[src/rtl/score_digit_controller_pkg.sv]
// Shared definitions for the score digit controller: FSM encodings and BCD limits.
package score_digit_controller_pkg;

  typedef enum logic [1:0] {
    ST_IDLE    = 2'd0,
    ST_ADD     = 2'd1,
    ST_WAIT_VB = 2'd2,
    ST_COMMIT  = 2'd3
  } state_e;

  localparam logic [3:0] BCD_MAX_DIGIT = 4'd9;

  // Addend nibbles above 9 are not legal BCD; treat them as 9.
  function automatic logic [3:0] clamp_bcd(input logic [3:0] d);
    if (d > BCD_MAX_DIGIT) begin
      return BCD_MAX_DIGIT;
    end else begin
      return d;
    end
  endfunction

endpackage

[src/rtl/score_digit_controller_bcd_digit_add.sv]
// Combinational single-digit BCD adder: a + b + carry-in -> digit + carry-out.
module score_digit_controller_bcd_digit_add
  import score_digit_controller_pkg::*;
(
  input  logic [3:0] a_i,
  input  logic [3:0] b_i,
  input  logic       c_i,
  output logic [3:0] s_o,
  output logic       c_o
);

  logic [4:0] raw_s;

  // Binary add, then decimal-adjust when the result exceeds one BCD digit.
  always_comb begin
    raw_s = {1'b0, a_i} + {1'b0, b_i} + {4'b0000, c_i};
    if (raw_s > {1'b0, BCD_MAX_DIGIT}) begin
      s_o = 4'(raw_s - 5'd10);
      c_o = 1'b1;
    end else begin
      s_o = raw_s[3:0];
      c_o = 1'b0;
    end
  end

endmodule

[src/rtl/score_digit_controller.sv]
// Score digit controller: arbitrates add/clear requests, adds digit-serially in BCD,
// and publishes the value to the renderer only during vertical blanking.
module score_digit_controller
  import score_digit_controller_pkg::*;
#(
  parameter int DIGITS     = 5,
  parameter int REQUESTERS = 2,
  parameter int V_DISPLAY  = 480
) (
  input  logic                    clk,
  input  logic                    reset_n,
  input  logic [9:0]              vpos,
  input  logic [REQUESTERS-1:0]   add_req,
  input  logic [REQUESTERS*8-1:0] add_val,
  output logic [REQUESTERS-1:0]   add_ack,
  input  logic                    clear_req,
  output logic                    clear_ack,
  output logic [DIGITS*4-1:0]     digit_data,
  output logic                    busy,
  output logic                    overflow
);

  localparam int PTR_W = (REQUESTERS > 1) ? $clog2(REQUESTERS) : 1;
  localparam int K_W   = (DIGITS > 1) ? $clog2(DIGITS) : 1;
  localparam logic [DIGITS*4-1:0] ALL_NINES = {DIGITS{BCD_MAX_DIGIT}};

  state_e                  state_q, state_d;
  logic [DIGITS*4-1:0]     work_q, work_d;
  logic [7:0]              addend_q, addend_d;
  logic [K_W-1:0]          k_q, k_d;
  logic                    carry_q, carry_d;
  logic [PTR_W-1:0]        ptr_q, ptr_d;
  logic [REQUESTERS-1:0]   add_ack_q, add_ack_d;
  logic                    clear_ack_q, clear_ack_d;
  logic [DIGITS*4-1:0]     digit_data_q, digit_data_d;
  logic                    busy_q, busy_d;
  logic                    overflow_q, overflow_d;

  logic                    grant_valid_s;
  logic [PTR_W-1:0]        grant_s;
  logic [PTR_W-1:0]        cand_s;
  logic [7:0]              addend_sel_s;
  logic [3:0]              cur_digit_s;
  logic [3:0]              addend_digit_s;
  logic [3:0]              sum_digit_s;
  logic                    sum_carry_s;

  // Round-robin: scan requesters starting just above the last grant, wrapping.
  always_comb begin
    grant_valid_s = 1'b0;
    grant_s       = ptr_q;
    cand_s        = ptr_q;
    addend_sel_s  = 8'h00;
    for (int i = 0; i < REQUESTERS; i++) begin
      cand_s = (cand_s == PTR_W'(REQUESTERS - 1)) ? '0 : cand_s + PTR_W'(1);
      if (!grant_valid_s && add_req[cand_s]) begin
        grant_valid_s = 1'b1;
        grant_s       = cand_s;
      end else begin
        grant_valid_s = grant_valid_s;
      end
    end
    for (int j = 0; j < REQUESTERS; j++) begin
      addend_sel_s = (grant_s == PTR_W'(j)) ? add_val[8*j +: 8] : addend_sel_s;
    end
  end

  // Select the working digit and the matching addend digit for the current index.
  always_comb begin
    cur_digit_s = 4'h0;
    for (int i = 0; i < DIGITS; i++) begin
      cur_digit_s = (k_q == K_W'(i)) ? work_q[4*i +: 4] : cur_digit_s;
    end
    if (k_q == K_W'(0)) begin
      addend_digit_s = clamp_bcd(addend_q[3:0]);
    end else if (k_q == K_W'(1)) begin
      addend_digit_s = clamp_bcd(addend_q[7:4]);
    end else begin
      addend_digit_s = 4'h0;
    end
  end

  score_digit_controller_bcd_digit_add u_digit_add (
    .a_i (cur_digit_s),
    .b_i (addend_digit_s),
    .c_i (carry_q),
    .s_o (sum_digit_s),
    .c_o (sum_carry_s)
  );

  // Next-state and next-output logic for the IDLE/ADD/WAIT_VB/COMMIT sequence.
  always_comb begin
    state_d      = state_q;
    work_d       = work_q;
    addend_d     = addend_q;
    k_d          = k_q;
    carry_d      = carry_q;
    ptr_d        = ptr_q;
    add_ack_d    = '0;
    clear_ack_d  = 1'b0;
    digit_data_d = digit_data_q;
    overflow_d   = overflow_q;
    case (state_q)
      ST_IDLE: begin
        if (clear_req) begin
          clear_ack_d = 1'b1;
          work_d      = '0;
          overflow_d  = 1'b0;
          state_d     = ST_WAIT_VB;
        end else if (grant_valid_s) begin
          add_ack_d[grant_s] = 1'b1;
          addend_d           = addend_sel_s;
          k_d                = '0;
          carry_d            = 1'b0;
          ptr_d              = grant_s;
          state_d            = ST_ADD;
        end else begin
          state_d = ST_IDLE;
        end
      end
      ST_ADD: begin
        for (int i = 0; i < DIGITS; i++) begin
          work_d[4*i +: 4] = (k_q == K_W'(i)) ? sum_digit_s : work_d[4*i +: 4];
        end
        carry_d = sum_carry_s;
        if (k_q == K_W'(DIGITS - 1)) begin
          if (sum_carry_s) begin
            work_d     = ALL_NINES;
            overflow_d = 1'b1;
          end else begin
            overflow_d = overflow_q;
          end
          state_d = ST_WAIT_VB;
        end else begin
          k_d = k_q + K_W'(1);
        end
      end
      ST_WAIT_VB: begin
        if (vpos >= 10'(V_DISPLAY)) begin
          state_d = ST_COMMIT;
        end else begin
          state_d = ST_WAIT_VB;
        end
      end
      ST_COMMIT: begin
        digit_data_d = work_q;
        state_d      = ST_IDLE;
      end
      default: begin
        state_d = ST_IDLE;
      end
    endcase
    busy_d = (state_d != ST_IDLE);
  end

  // State and registered outputs; reset discards any in-flight add.
  always_ff @(posedge clk or negedge reset_n) begin
    if (!reset_n) begin
      state_q      <= ST_IDLE;
      work_q       <= '0;
      addend_q     <= 8'h00;
      k_q          <= '0;
      carry_q      <= 1'b0;
      ptr_q        <= PTR_W'(REQUESTERS - 1);
      add_ack_q    <= '0;
      clear_ack_q  <= 1'b0;
      digit_data_q <= '0;
      busy_q       <= 1'b0;
      overflow_q   <= 1'b0;
    end else begin
      state_q      <= state_d;
      work_q       <= work_d;
      addend_q     <= addend_d;
      k_q          <= k_d;
      carry_q      <= carry_d;
      ptr_q        <= ptr_d;
      add_ack_q    <= add_ack_d;
      clear_ack_q  <= clear_ack_d;
      digit_data_q <= digit_data_d;
      busy_q       <= busy_d;
      overflow_q   <= overflow_d;
    end
  end

  assign add_ack    = add_ack_q;
  assign clear_ack  = clear_ack_q;
  assign digit_data = digit_data_q;
  assign busy       = busy_q;
  assign overflow   = overflow_q;

endmodule
[config.mk]
export PLATFORM = sky130hd
export DESIGN_NAME = score_digit_controller
export DESIGN_NICKNAME = d
export VERILOG_FILES = /design/src/rtl/score_digit_controller_pkg.sv /design/src/rtl/score_digit_controller_bcd_digit_add.sv /design/src/rtl/score_digit_controller.sv
export SDC_FILE = /design/constraint.sdc
export NUM_CORES = 1
export LEC_CHECK = 0
export BUFFER_PORTS_ARGS = -buffer_cell sky130_fd_sc_hd__buf_4
export CAP_MARGIN = 15
export CORE_UTILIZATION = 35
export CTS_CLUSTER_DIAMETER = 50
export DETAILED_ROUTE_END_ITERATION = 12
export PLACE_DENSITY = 0.56
export SKIP_LAST_GASP = 1
export SYNTH_ARGS = -nofsm -noshare
export SYNTH_HDL_FRONTEND = slang
export SYNTH_HIERARCHICAL = 1
export SYNTH_SLANG_ARGS = --single-unit
[constraint.sdc]
create_clock -name clk -period 5.1 [get_ports clk]
set_clock_uncertainty 0.05 [all_clocks]
set_input_delay 1.53 -clock clk [delete_from_list [all_inputs] [get_ports clk]]
set_output_delay 1.53 -clock clk [all_outputs]
set_load 0.03 [all_outputs]
==> results.py <==
metrics = {
    "detailed_routing": {
        "drt_iter0_markers": 126,
        "vias_per_cell": 5.46,
        "wl_per_cell_um": 15.6,
        "drt_drc_violations_left": 10,
        "postRouteWirelength_um": 7430,
        "ant_nets": 0,
        "vias": 2605,
        "first_pass_iters": 8,
    },
    "critical_path": {
        "startpoint_type": "register",
        "critPathArrivalTime_ns": 4.77,
        "end_kind": "register",
        "worst-setup-path-type": "register to register",
        "crit_required_ns": 5.32,
        "cp_max_fo": 15,
    },
    "clocking": {
        "cts_made_buffers": 9,
        "path_clk_slew_ns": 0.07,
        "cts_sinks": 60,
        "cts.path.max_buffers": 2,
        "cts_root_buf": "clkbuf_8",
        "cts_tree": "done",
        "cts_resized": 0,
        "clock_latency_ns": 0.35,
        "postCtsHoldBufs": 0,
        "cts-htree-levels": 3,
        "post_cts_buffers": 0,
    },
    "synthesis": {
        "syn_nets": 364,
        "ys_seq_elements": 60,
        "synthTopCellsByArea": "dfrtp_1, a21oi_1, o21ai_0",
        "synthCells": 322,
        "avgSynthCellArea_um2": 9.96,
        "async_reset_ff_share_pct": 100,
        "synth_top_area_share_pct": 46.0,
        "ys.flop_type": "dfrtp_1",
        "synth.yosys.warnings": 6,
        "yosys.area.top_type": "dfrtp_1",
        "synth_edf_count": 0,
        "seq_area_frac_synth_pct": 46.9,
        "netlist_area_mm2": 0.00321,
        "synth_cell_type_count": 51,
    },
    "floorplan": {
        "core_mm2": 0.00881,
        "num_rows": 34,
        "die_width_um": 97.7,
        "die-area_mm2": 0.00955,
        "io_pins": 56,
        "die_h_um": 97.7,
        "initial_core_util_pct": 36.4,
    },
    "global_routing": {
        "grt_use_met3_pct": 2.88,
        "track_usage_pct": 16.9,
        "grt_antenna_before_repair": 0,
        "grt_pass1_vias": 2554,
        "grt_overflow": 0,
        "grt-busiest-layer": "met2",
        "grt_pass1_wl_um": 12700,
        "grt.met1_usage_pct": 22.3,
        "grt_max_degree": 61,
        "use_met2_pct": 26.7,
    },
    "power_and_ir_drop": {
        "p_leak_uw": 0.00172,
        "cellPowerDensity_mw_per_mm2": 751,
        "peakVddDrop_mv": 0.374,
    },
    "final_layout": {
        "design_area_mm2": 0.00381,
        "area_growth_pct": 18.8,
        "final_nets": 406,
        "drive_above_1_share_pct": 22.0,
        "diodes": 0,
    },
    "sta": {
        "fmax_mhz": 220,
        "grt_setup_unrepaired": "no",
        "hold_violations": 0,
        "finalSetupTns_ns": 0,
        "drv_slew": 0,
        "tightest_slew_ns": 0.755,
        "period_share_pct": 89.3,
        "relSlewSlack_pct": 49.6,
        "setup_viol": 0,
        "min_period_ns": 4.56,
    },
    "min_path": {
        "worstHoldPathType": "register to register",
    },
    "place": {
        "hpwlAfterDp_um": 5300,
        "dpl_cell_area_mm2": 0.00363,
        "port_buffers": 50,
        "gp_congestion": 0.790,
    },
    "job": {
        "max-cap-violations": 0,
    },
    "run_status": {
        "violations": "design-rule violations",
        "status": "complete, but fails checks",
    },
}
==> synth_stat cells (5+ instances only) <==
master,instances
o2bb2ai_1,8
nand2b_1,5
a31oi_1,8
nor2_1,13
buf_2,12
a22o_1,6
nand3b_1,8
inv_1,10
o21ai_0,30
dfrtp_1,59
mux2_1,11
a21oi_1,39
mux2_2,6
nand2_1,11
nand3_1,23
ha_1,9
==> power by group <==
group / switching [uW] / internal, uW
clock network: 187 / 223
logic: 1020 / 640
registers: 143 / 652
==> cells in the final DEF, fill, tap and decap left out, drive strengths merged, types with 3 or more instances in the layout <==
cell / Yosys / final
clkinv: 0 / 3
a221o: 4 / 4
a21oi: 40 / 40
buf: 18 / 53
or2: 3 / 3
clkbuf: 4 / 11
dfrtp: 59 / 59
nand2b: 5 / 5
nand3: 23 / 23
nor3: 4 / 4
ha: 9 / 9
a22o: 6 / 6
nand2: 12 / 12
nand3b: 8 / 8
mux2: 17 / 17
o21ai: 34 / 34
inv: 10 / 10
nor2: 13 / 13
a21o: 5 / 5
and2: 4 / 4
nor2b: 3 / 3
o2bb2ai: 8 / 8
a31oi: 8 / 8
==> per-layer routing <==
layer,vias up,routed length (um),share of wire [%]
met2,59,3580,48
met4,0,147,2.0
met5,-,0,0
met3,16,287,3.9
met1,1270,3410,46
li1,1260,-,-
==> registers in the layout, summed over array words and instances, names as in the netlist <==
signal,cells
add_ack,2
addend_q,8
busy,1
carry_q,1
clear_ack,1
digit_data,20
k_q,3
overflow,1
ptr_q,1
state_q,2
work_q,20
==> area by class of cell <==
| type | count | area, um^2 |
|---|---|---|
| clock inverter | 5 | 52.6 |
| tap | 108 | 135 |
| inverter | 10 | 37.5 |
| clock buffer | 11 | 131 |
| multi-input combinational | 230 | 1550 |
| timing repair buffer | 53 | 398 |
| fill | 868 | 4990 |
| sequential | 60 | 1500 |
==> critical path, stage by stage (launching register included) <==
cell	delay [ns]
dfrtp_1	0.41
inv_1	0.11
ha_1	0.50
and3b_1	0.24
a21oi_1	0.13
o221ai_1	0.17
fa_1	0.46
fa_1	0.42
xnor2_1	0.18
ha_1	0.24
a31o_1	0.23
o31ai_4	0.49
mux2i_1	0.52
nand3_1	0.15
a21oi_1	0.15
==> worst paths after layout <==
kind                                      from              to  slack (ns)  depth (start not counted)
worst max-delay path                    k_q[0]       work_q[6]        0.54                         14
worst min-delay path            digit_data[10]  digit_data[10]        0.43                          2
worst max register to register          k_q[0]       work_q[6]        0.54                         14
worst min register to register  digit_data[10]  digit_data[10]        0.43                          2
max in group asynchronous              reset_n          k_q[2]        3.29                          1
min in group asynchronous              reset_n   digit_data[4]        1.17                          1
==> metrics by stage <==
step / power, uW / hold WS, ns / util [%] / std cells / setup slack, ns
floorplan: 2020 / 0.406 / - / 322 / 1.15
global placement: 2440 / 0.414 / 41.2 / 461 / 0.594
detailed placement: 2470 / 0.422 / 41.2 / 461 / 0.548
CTS: 2890 / 0.437 / 43.3 / 477 / 0.549
global route: 3120 / 0.454 / 43.3 / 477 / 0.171
finish: 2860 / 0.427 / 43.3 / 477 / 0.545
==> cell families (layout without fill, tap and decap cells) <==
logic type | count (synthesis) | in the layout | share of synthesized area (%)
adder cells (fa/ha/maj) | 11 | 11 | 4.76
buffers and inverters | 32 | 79 | 4.68
multiplexers | 18 | 18 | 6.28
XOR/XNOR | 2 | 2 | 0.546
AO/OA/AOI/OAI | 117 | 117 | 23.2
AND/OR/NAND/NOR | 82 | 82 | 13.7
flip-flops | 60 | 60 | 46.9
Note: power is estimated with default switching activity, not from simulation.
